--- config.mk ---
export PLATFORM = sky130hd
export DESIGN_NAME = muldiv_unit
export DESIGN_NICKNAME = d
export VERILOG_FILES = /design/src/rtl/muldiv_unit.sv
export SDC_FILE = /design/constraint.sdc
export NUM_CORES = 1
export LEC_CHECK = 0
export CORE_AREA = 5 5 177 307
export DETAILED_ROUTE_END_ITERATION = 7
export DIE_AREA = 0 0 182 312
export GPL_ROUTABILITY_DRIVEN = 0
export PLACE_DENSITY = 0.53
export SYNTH_ARGS = -nofsm -noshare
export SYNTH_HDL_FRONTEND = slang
export SYNTH_SLANG_ARGS = --single-unit
export TNS_END_PERCENT = 1
--- constraint.sdc ---
create_clock -name clk -period 4.31 [get_ports clk]
set_input_delay 0.431 -clock clk [delete_from_list [all_inputs] [get_ports clk]]
set_output_delay 0.431 -clock clk [all_outputs]
set_load 0.03 [all_outputs]
--- src/rtl/muldiv_unit.sv ---
// Iterative multiply/divide unit: shift-add MULT, restoring DIV, fixed WIDTH+2 cycle latency.
// Optional macro MULDIV_UNSIGNED_EN builds the unsigned path (op[0]); otherwise all ops are signed.
module muldiv_unit #(
  parameter int WIDTH = 32
) (
  input  logic             clk,
  input  logic             reset,
  input  logic             start,
  input  logic [1:0]       op,
  input  logic [WIDTH-1:0] a,
  input  logic [WIDTH-1:0] b,
  output logic             busy,
  output logic             done,
  output logic [WIDTH-1:0] hi,
  output logic [WIDTH-1:0] lo,
  output logic             div_zero
);

  localparam int CW = $clog2(WIDTH + 1);

  typedef enum logic [1:0] {IDLE, RUN, FIX, DONE} state_t;

  function automatic logic [WIDTH-1:0] cond_neg(input logic [WIDTH-1:0] v, input logic neg);
    return neg ? ({WIDTH{1'b0}} - v) : v;
  endfunction

  state_t               state_q, state_d;
  logic [CW-1:0]        cnt_q, cnt_d;
  logic [2*WIDTH-1:0]   acc_q, acc_d;
  logic [WIDTH-1:0]     m_q, m_d;
  logic                 is_div_q, is_div_d;
  logic                 neg_res_q, neg_res_d;
  logic                 neg_rem_q, neg_rem_d;
  logic                 zero_q, zero_d;
  logic [WIDTH-1:0]     hi_q, hi_d, lo_q, lo_d;
  logic                 done_q, done_d;
  logic                 dz_q, dz_d;

  logic                 signed_op_s, sa_s, sb_s;
  logic [WIDTH-1:0]     a_mag_s, b_mag_s;
  logic [WIDTH:0]       mul_sum_s, div_top_s, div_trial_s;
  logic                 div_ok_s;
  logic [WIDTH-1:0]     div_rem_s;

`ifdef MULDIV_UNSIGNED_EN
  assign signed_op_s = ~op[0];
`else
  logic op0_unused_s;
  assign op0_unused_s = op[0];
  assign signed_op_s  = 1'b1;
`endif

  assign sa_s    = signed_op_s & a[WIDTH-1];
  assign sb_s    = signed_op_s & b[WIDTH-1];
  assign a_mag_s = cond_neg(a, sa_s);
  assign b_mag_s = cond_neg(b, sb_s);

  // Multiply step adds m into the upper half; divide step trial-subtracts m from the shifted remainder.
  assign mul_sum_s   = {1'b0, acc_q[2*WIDTH-1:WIDTH]} + (acc_q[0] ? {1'b0, m_q} : {(WIDTH+1){1'b0}});
  assign div_top_s   = acc_q[2*WIDTH-1:WIDTH-1];
  assign div_trial_s = div_top_s - {1'b0, m_q};
  assign div_ok_s    = ~div_trial_s[WIDTH];
  assign div_rem_s   = div_ok_s ? div_trial_s[WIDTH-1:0] : div_top_s[WIDTH-1:0];

  // State and datapath registers
  always_ff @(posedge clk or negedge reset) begin
    if (!reset) begin
      state_q   <= IDLE;
      cnt_q     <= {CW{1'b0}};
      acc_q     <= {(2*WIDTH){1'b0}};
      m_q       <= {WIDTH{1'b0}};
      is_div_q  <= 1'b0;
      neg_res_q <= 1'b0;
      neg_rem_q <= 1'b0;
      zero_q    <= 1'b0;
      hi_q      <= {WIDTH{1'b0}};
      lo_q      <= {WIDTH{1'b0}};
      done_q    <= 1'b0;
      dz_q      <= 1'b0;
    end else begin
      state_q   <= state_d;
      cnt_q     <= cnt_d;
      acc_q     <= acc_d;
      m_q       <= m_d;
      is_div_q  <= is_div_d;
      neg_res_q <= neg_res_d;
      neg_rem_q <= neg_rem_d;
      zero_q    <= zero_d;
      hi_q      <= hi_d;
      lo_q      <= lo_d;
      done_q    <= done_d;
      dz_q      <= dz_d;
    end
  end

  // Next-state and datapath sequencing
  always_comb begin
    state_d   = state_q;
    cnt_d     = cnt_q;
    acc_d     = acc_q;
    m_d       = m_q;
    is_div_d  = is_div_q;
    neg_res_d = neg_res_q;
    neg_rem_d = neg_rem_q;
    zero_d    = zero_q;
    hi_d      = hi_q;
    lo_d      = lo_q;
    done_d    = 1'b0;
    dz_d      = dz_q;
    case (state_q)
      IDLE: begin
        if (start) begin
          dz_d      = 1'b0;
          is_div_d  = op[1];
          neg_res_d = sa_s ^ sb_s;
          neg_rem_d = sa_s;
          cnt_d     = CW'(WIDTH);
          acc_d     = {{WIDTH{1'b0}}, (op[1] ? a_mag_s : b_mag_s)};
          m_d       = op[1] ? b_mag_s : a_mag_s;
          zero_d    = op[1] && (b == {WIDTH{1'b0}});
          if (op[1] && (b == {WIDTH{1'b0}})) begin
            state_d = DONE;
          end else begin
            state_d = RUN;
          end
        end else begin
          state_d = IDLE;
        end
      end
      RUN: begin
        if (is_div_q) begin
          acc_d = {div_rem_s, acc_q[WIDTH-2:0], div_ok_s};
        end else begin
          acc_d = {mul_sum_s, acc_q[WIDTH-1:1]};
        end
        cnt_d = cnt_q - CW'(1);
        if (cnt_q == CW'(1)) begin
          state_d = FIX;
        end else begin
          state_d = RUN;
        end
      end
      FIX: begin
        if (is_div_q) begin
          acc_d = {cond_neg(acc_q[2*WIDTH-1:WIDTH], neg_rem_q),
                   cond_neg(acc_q[WIDTH-1:0], neg_res_q)};
        end else if (neg_res_q) begin
          acc_d = {(2*WIDTH){1'b0}} - acc_q;
        end else begin
          acc_d = acc_q;
        end
        state_d = DONE;
      end
      DONE: begin
        done_d = 1'b1;
        if (zero_q) begin
          dz_d = 1'b1;
        end else begin
          hi_d = acc_q[2*WIDTH-1:WIDTH];
          lo_d = acc_q[WIDTH-1:0];
        end
        state_d = IDLE;
      end
      default: begin
        state_d = IDLE;
      end
    endcase
  end

  assign busy     = (state_q != IDLE);
  assign done     = done_q;
  assign hi       = hi_q;
  assign lo       = lo_q;
  assign div_zero = dz_q;

endmodule

# Word level (Yosys, flattened, before mapping)
# Index checks and enable logic that the tools add are counted.
[totals] elab_cells=69 output_inout_bits=67 ff_bits=174
[classes] reduce_logical=13 n_eq_ne=9 addsub=8 muxes=23 bitwise_logic=3
[ops] operator="$mux 32" n=8
[ops] operator="$mux 64" n=4
[ops] operator="$pmux 64 s3" n=1
[ops] operator="$sub 1x32->32 const A" n=4
[ops] operator="$sub 1x64->64 const A" n=1
[ops] operator="$add 32x32->33" n=1
[ops] operator="$sub 33x32->33" n=1
[ops] operator="$logic_not 32->1" n=1
[ops] operator="$pmux 6 s2" n=1
[ops] operator="$pmux 2 s4" n=1
[ops] operator="$eq 6x1->1 const B" n=1
[ops] operator="$mux 2" n=3
[ops] operator="$mux 6" n=1
[ops] operator="$ne 2x2->1 const B" n=3
[ops] operator="$ne 3x3->1 const B" n=2
[ops] operator="$reduce_and 2->1" n=3
[ops] operator="$reduce_and 3->1" n=2
[ops] operator="$reduce_bool 2->1" n=3
[ops] operator="$sub 6x1->6 const B" n=1
[ops] operator="$eq 2x2->1 const B" n=2
[ops] operator="$reduce_and 4->1" n=1
[ops] operator="$mux 1" n=3
[ops] operator="$reduce_bool 3->1" n=1
[ops] operator="$eq 2x1->1 const B" n=1
[ops] operator="other kinds (5)" n=6

# Longest topological paths before layout
[depth] word_depth=5 ltp_mapped=14 mapped_depth_nobuf=13

# Least setup slack after synthesis
# No wires, ideal clock.
[synth_timing] path_type="register to register" startpoint="reg acc_q[31]" endpoint="reg acc_q[45]" stages_incl_launch_ff=14 path_buffers=2 required_ps=4173 arrival_time_ps=3451 setup_slack_ps=722 path_cell_list="dfrtp_1 inv_1 ha_1 fa_1 nand2b_1 a21oi_1 o21ai_0 o21ai_0 a21oi_1 xnor2_1 clkbuf_1 buf_1 mux2i_1 o211ai_1"
[synth_via] elab_chain_cells=4
[synth_rtl] item="start, declared" line="29" source="logic [2*WIDTH-1:0] acc_q, acc_d;"
[synth_rtl] item="start signal, assigned" line="70" source="acc_q <= {(2*WIDTH){1'b0}};"
[synth_rtl] item="$sub 1x64->64 / $sub 33x32->33 (equally long branches)" line="148, 61"
[synth_rtl] item="$mux 64 / $mux 32 (equally long branches)" line="147, 63"
[synth_rtl] item="$mux 64, on equally long branches" line="144, 131"
[synth_rtl] item="$pmux 64 s3 *" line="110" source="case (state_q)"
# Every way passes the cells marked *; elsewhere a longest branch is shown, timed or not. The select of a mux whose other input is x is not followed.
# A chain may end at the register's enable or synchronous reset.

# Worst setup path after layout
[layout_timing] startpoint="reg acc_q[0]" endpoint="reg acc_q[63]"
[layout_via] elab_chain_cells=4
[layout_rtl] item="$sub 1x64->64 / $mux 32 (equally long branches)" line="148, 59"
[layout_rtl] item="$mux 64 / $add 32x32->33 (equally long branches)" line="147, 59"
[layout_rtl] item="$mux 64, on equally long branches" line="144, 131"
[layout_rtl] item="$pmux 64 s3 *" line="110"
# Marks and branches as above.

==> flow_summary.ini <==
[sta]
hold_viol = 0
max_freq_mhz = 247
timing.setup.tns_ns = 0
max-slew-margin-rel_pct = 25.1
setup_slack_ns = 0.255
setup_viol = 0
holdWs_ns = 0.317
final.setup_skew_ns = 0.0177
tightest_slew_ns = 1.11
finalMaxSlewViolations = 0
rsz0062_at_grt = no
finalCritPeriodShare_pct = 94.1
fin_crit_ns = 4.05

[setup_path]
reg2reg_from = acc_q[0]$_DFFE_PN0P_
critPathCaptureType = flop
crit_chain = inv_1 -> nor2_1 -> ha_1 -> a21oi_1 -> o21ai_0 -> a221oi_1 -> o31a_1 -> o21ai_0 -> a31oi_1 -> o221ai_1 -> a211oi_1 -> o21ai_0 -> a32o_1
required_ns = 4.66
path_class = flop to flop
r2r_setup_slack_ns = 0.26
cp_data_arrival_time_ns = 4.40
path_max_fanout = 14
cpMostUsedCell = o21ai_0
max_stage_delay_ns = 0.39
r2r.worst_path.cells = 13
slowest_stage = inv_1
startpoint = acc_q[0]$_DFFE_PN0P_
crit_path_start_kind = flop

[drt]
post_drt_wl_per_cell_um = 21.1
routed_via_density = 5.46
vias = 14400
drt-total-wl_um = 55800
dr.pass1.iters = 5
drc = 0
drt_iter0_drc = 996
ant_nets = 0

[placement]
port_buffers = 134
hpwl_um = 43300
pre_cts_ws_ns = 0.212
place_inst = 2608

[synth]
synth_area_leaders = dfrtp_1 29%, o21ai_0 6.5%, ha_1 6.4%
synth_nets = 1993
synth_xor_area_share_pct = 7.65
synth_cell_type_count = 75
synth_top_family_by_area = compound AO/OA/AOI/OAI gates
synth-edff-count = 0
yosys.area_share.simple_pct = 18.7
ys_seq_elements = 174
synth_top_area_share_pct = 29.5
synth_compound_gate_area_share_pct = 23.5
synth_area_leader_cell = dfrtp_1
synthMuxAreaShare_pct = 9.41
seq_area_frac_synth_pct = 29.5
synthCells = 1847
yosysWarnings = 0
syn_area_um2 = 14800
synthFlopType = dfrtp_1
synth_adder_area_share_pct = 6.63
async_flop_share_pct = 100
syn_avg_cell_area_um2 = 7.99

[clocking]
cts_tree = built
numCtsBuffers = 17
post_cts_buffers = 0
clkSlewWorstSetupHoldPaths_ns = 0.08
clockBufferDepth = 2
cts_sinks = 174
htree_levels = 4
clk_latency_ns = 0.47
clock_tree.root_cell = clkbuf_16

[floorplanning]
rows = 110
die_area_um2 = 56800
die_width_um = 182
dieHeight_um = 312
io_pins = 136
initial_utilization_pct = 28.8
coreArea_um2 = 51300

[global_route]
antenna_found_initial = 0
grt_use_total_pct = 19.2
grt_pass1_wl_um = 85500
grt_max_degree = 115
grt_pass1_vias = 14400
grt-ovfl-total = 0

[cells_and_area]
nets = 2102
drive_gt1_share_pct = 9.70
area_delta_synth_final_pct = 19.8
num-fill-cells = 5380
antennaDiodeCount = 0
stdcell_count = 2641

[power]
p_per_area_nw_per_um2 = 646
p_leak_nw = 7.62
ir_worst_vdd_v = 0.000414

[run_status]
outcome = finished clean

[run]
maxCapViolations = 0

[hold_path]
hold_path.class = input port to asynchronous set/reset pin
==> placed cells by master (no fill, tap or decap), drive strengths merged, types with 9 or more instances in the layout <==
cell and instances:
nor2 185, nand3 33, and3 9, clkbuf 20, o31ai 29, nand4 11, inv 75, o22ai 9
a21oi 136, o21ai 192, or4 15, xor2 57, o221ai 19, nand2b 21, xnor2 72, dfrtp 174
clkdlybuf4s50 132, o41ai 11, buf 67, or3 19, mux2 70, a211oi 27, nor3 48, ha 75
nor4 19, o211ai 21, mux2i 60, a21o 34, a31oi 10, nand2 195
==> cells by family after synthesis <==
| logic type | Yosys count |
|---|---|
| AOI/OAI and AO/OA | 558 |
| xor gates and xnor gates | 129 |
| adders and majority gates | 77 |
| buffers and inverters | 182 |
| DFF | 174 |
| muxes | 130 |
| and+or+nand+nor | 597 |
==> metal layers <==
metal	wire, um	GRT usage [%]	vias up	part of all wire [%]
met5	0	0	-	0
met4	3900	12.2	0	7.0
met3	2240	2.48	144	4.0
met2	29000	35.3	462	52
met1	20600	20.4	6897	37
li1	-	-	6920	-
==> sequential cells by signal, summed over array words and instances, names as in the netlist <==
name	cells
lo	32
neg_res_q	1
acc_q	64
cnt_q	6
done	1
hi	32
div_zero	1
m_q	32
zero_q	1
is_div_q	1
state_q	2
neg_rem_q	1
==> synthesized netlist by cell type (29+ instances only) <==
cell / count
nand2_1: 195
a21o_1: 34
o21ai_0: 192
a21oi_1: 136
inv_1: 68
dfrtp_1: 174
nor3_1: 48
nand3_1: 33
clkbuf_1: 99
ha_1: 75
xor2_1: 57
mux2i_1: 60
mux2_2: 70
nor2_1: 185
xnor2_1: 72
o31ai_1: 29
==> power breakdown <==
| part | switching, mW | total [mW] | internal [mW] |
|---|---|---|---|
| combinational | 4.37 | 6.99 | 2.63 |
| sequential | 0.658 | 2.79 | 2.13 |
| clock | 0.789 | 1.64 | 0.854 |
| total | 5.81 | 11.4 | 5.62 |
==> worst paths after layout <==
check,end
max,acc_q[63]$_DFFE_PN0P_
min,lo[17]$_DFFE_PN0P_
max reg2reg,acc_q[63]$_DFFE_PN0P_
min reg2reg,m_q[29]$_DFFE_PN0P_
max in group asynchronous,hi[19]$_DFFE_PN0P_
min in group clk,m_q[29]$_DFFE_PN0P_
==> stage by stage <==
| stage | util [%] | power, mW | area [um^2] |
|---|---|---|---|
| after CTS | 34.5 | 11.4 | 17700 |
| after global placement | 33.3 | 9.66 | 17100 |
| after floorplan | - | 7.24 | 14800 |
| final | 34.5 | 11.4 | 17700 |
| after detailed placement | 33.3 | 9.74 | 17100 |
| after global routing | 34.5 | 12.2 | 17700 |
==> repair_timing <==
action                    CTS  global route
hold endpoints to repair    1             0
hold buffers                1             0
resized for setup           0             0
==> area by class of cell <==
class / count / area, um^2 / share of cell area, %
multi-input combinational: 1491 / 9750 / 55.1
sequential: 174 / 4360 / 24.6
timing repair buffer: 201 / 1870 / 10.6
tap: 672 / 841 / 4.75
clock buffer: 19 / 453 / 2.56
inverter: 71 / 267 / 1.51
clock inverter: 13 / 149 / 0.842
==> worst max-delay path: cells and delay by family, from the launching register on <==
family,cells,cell delay (ns)
compound gates,10,2.64
fa+ha+maj,1,0.39
buf+inv,1,0.39
flops,1,0.38
simple gates,1,0.13
No activity file was read; power rests on OpenSTA's default activity.
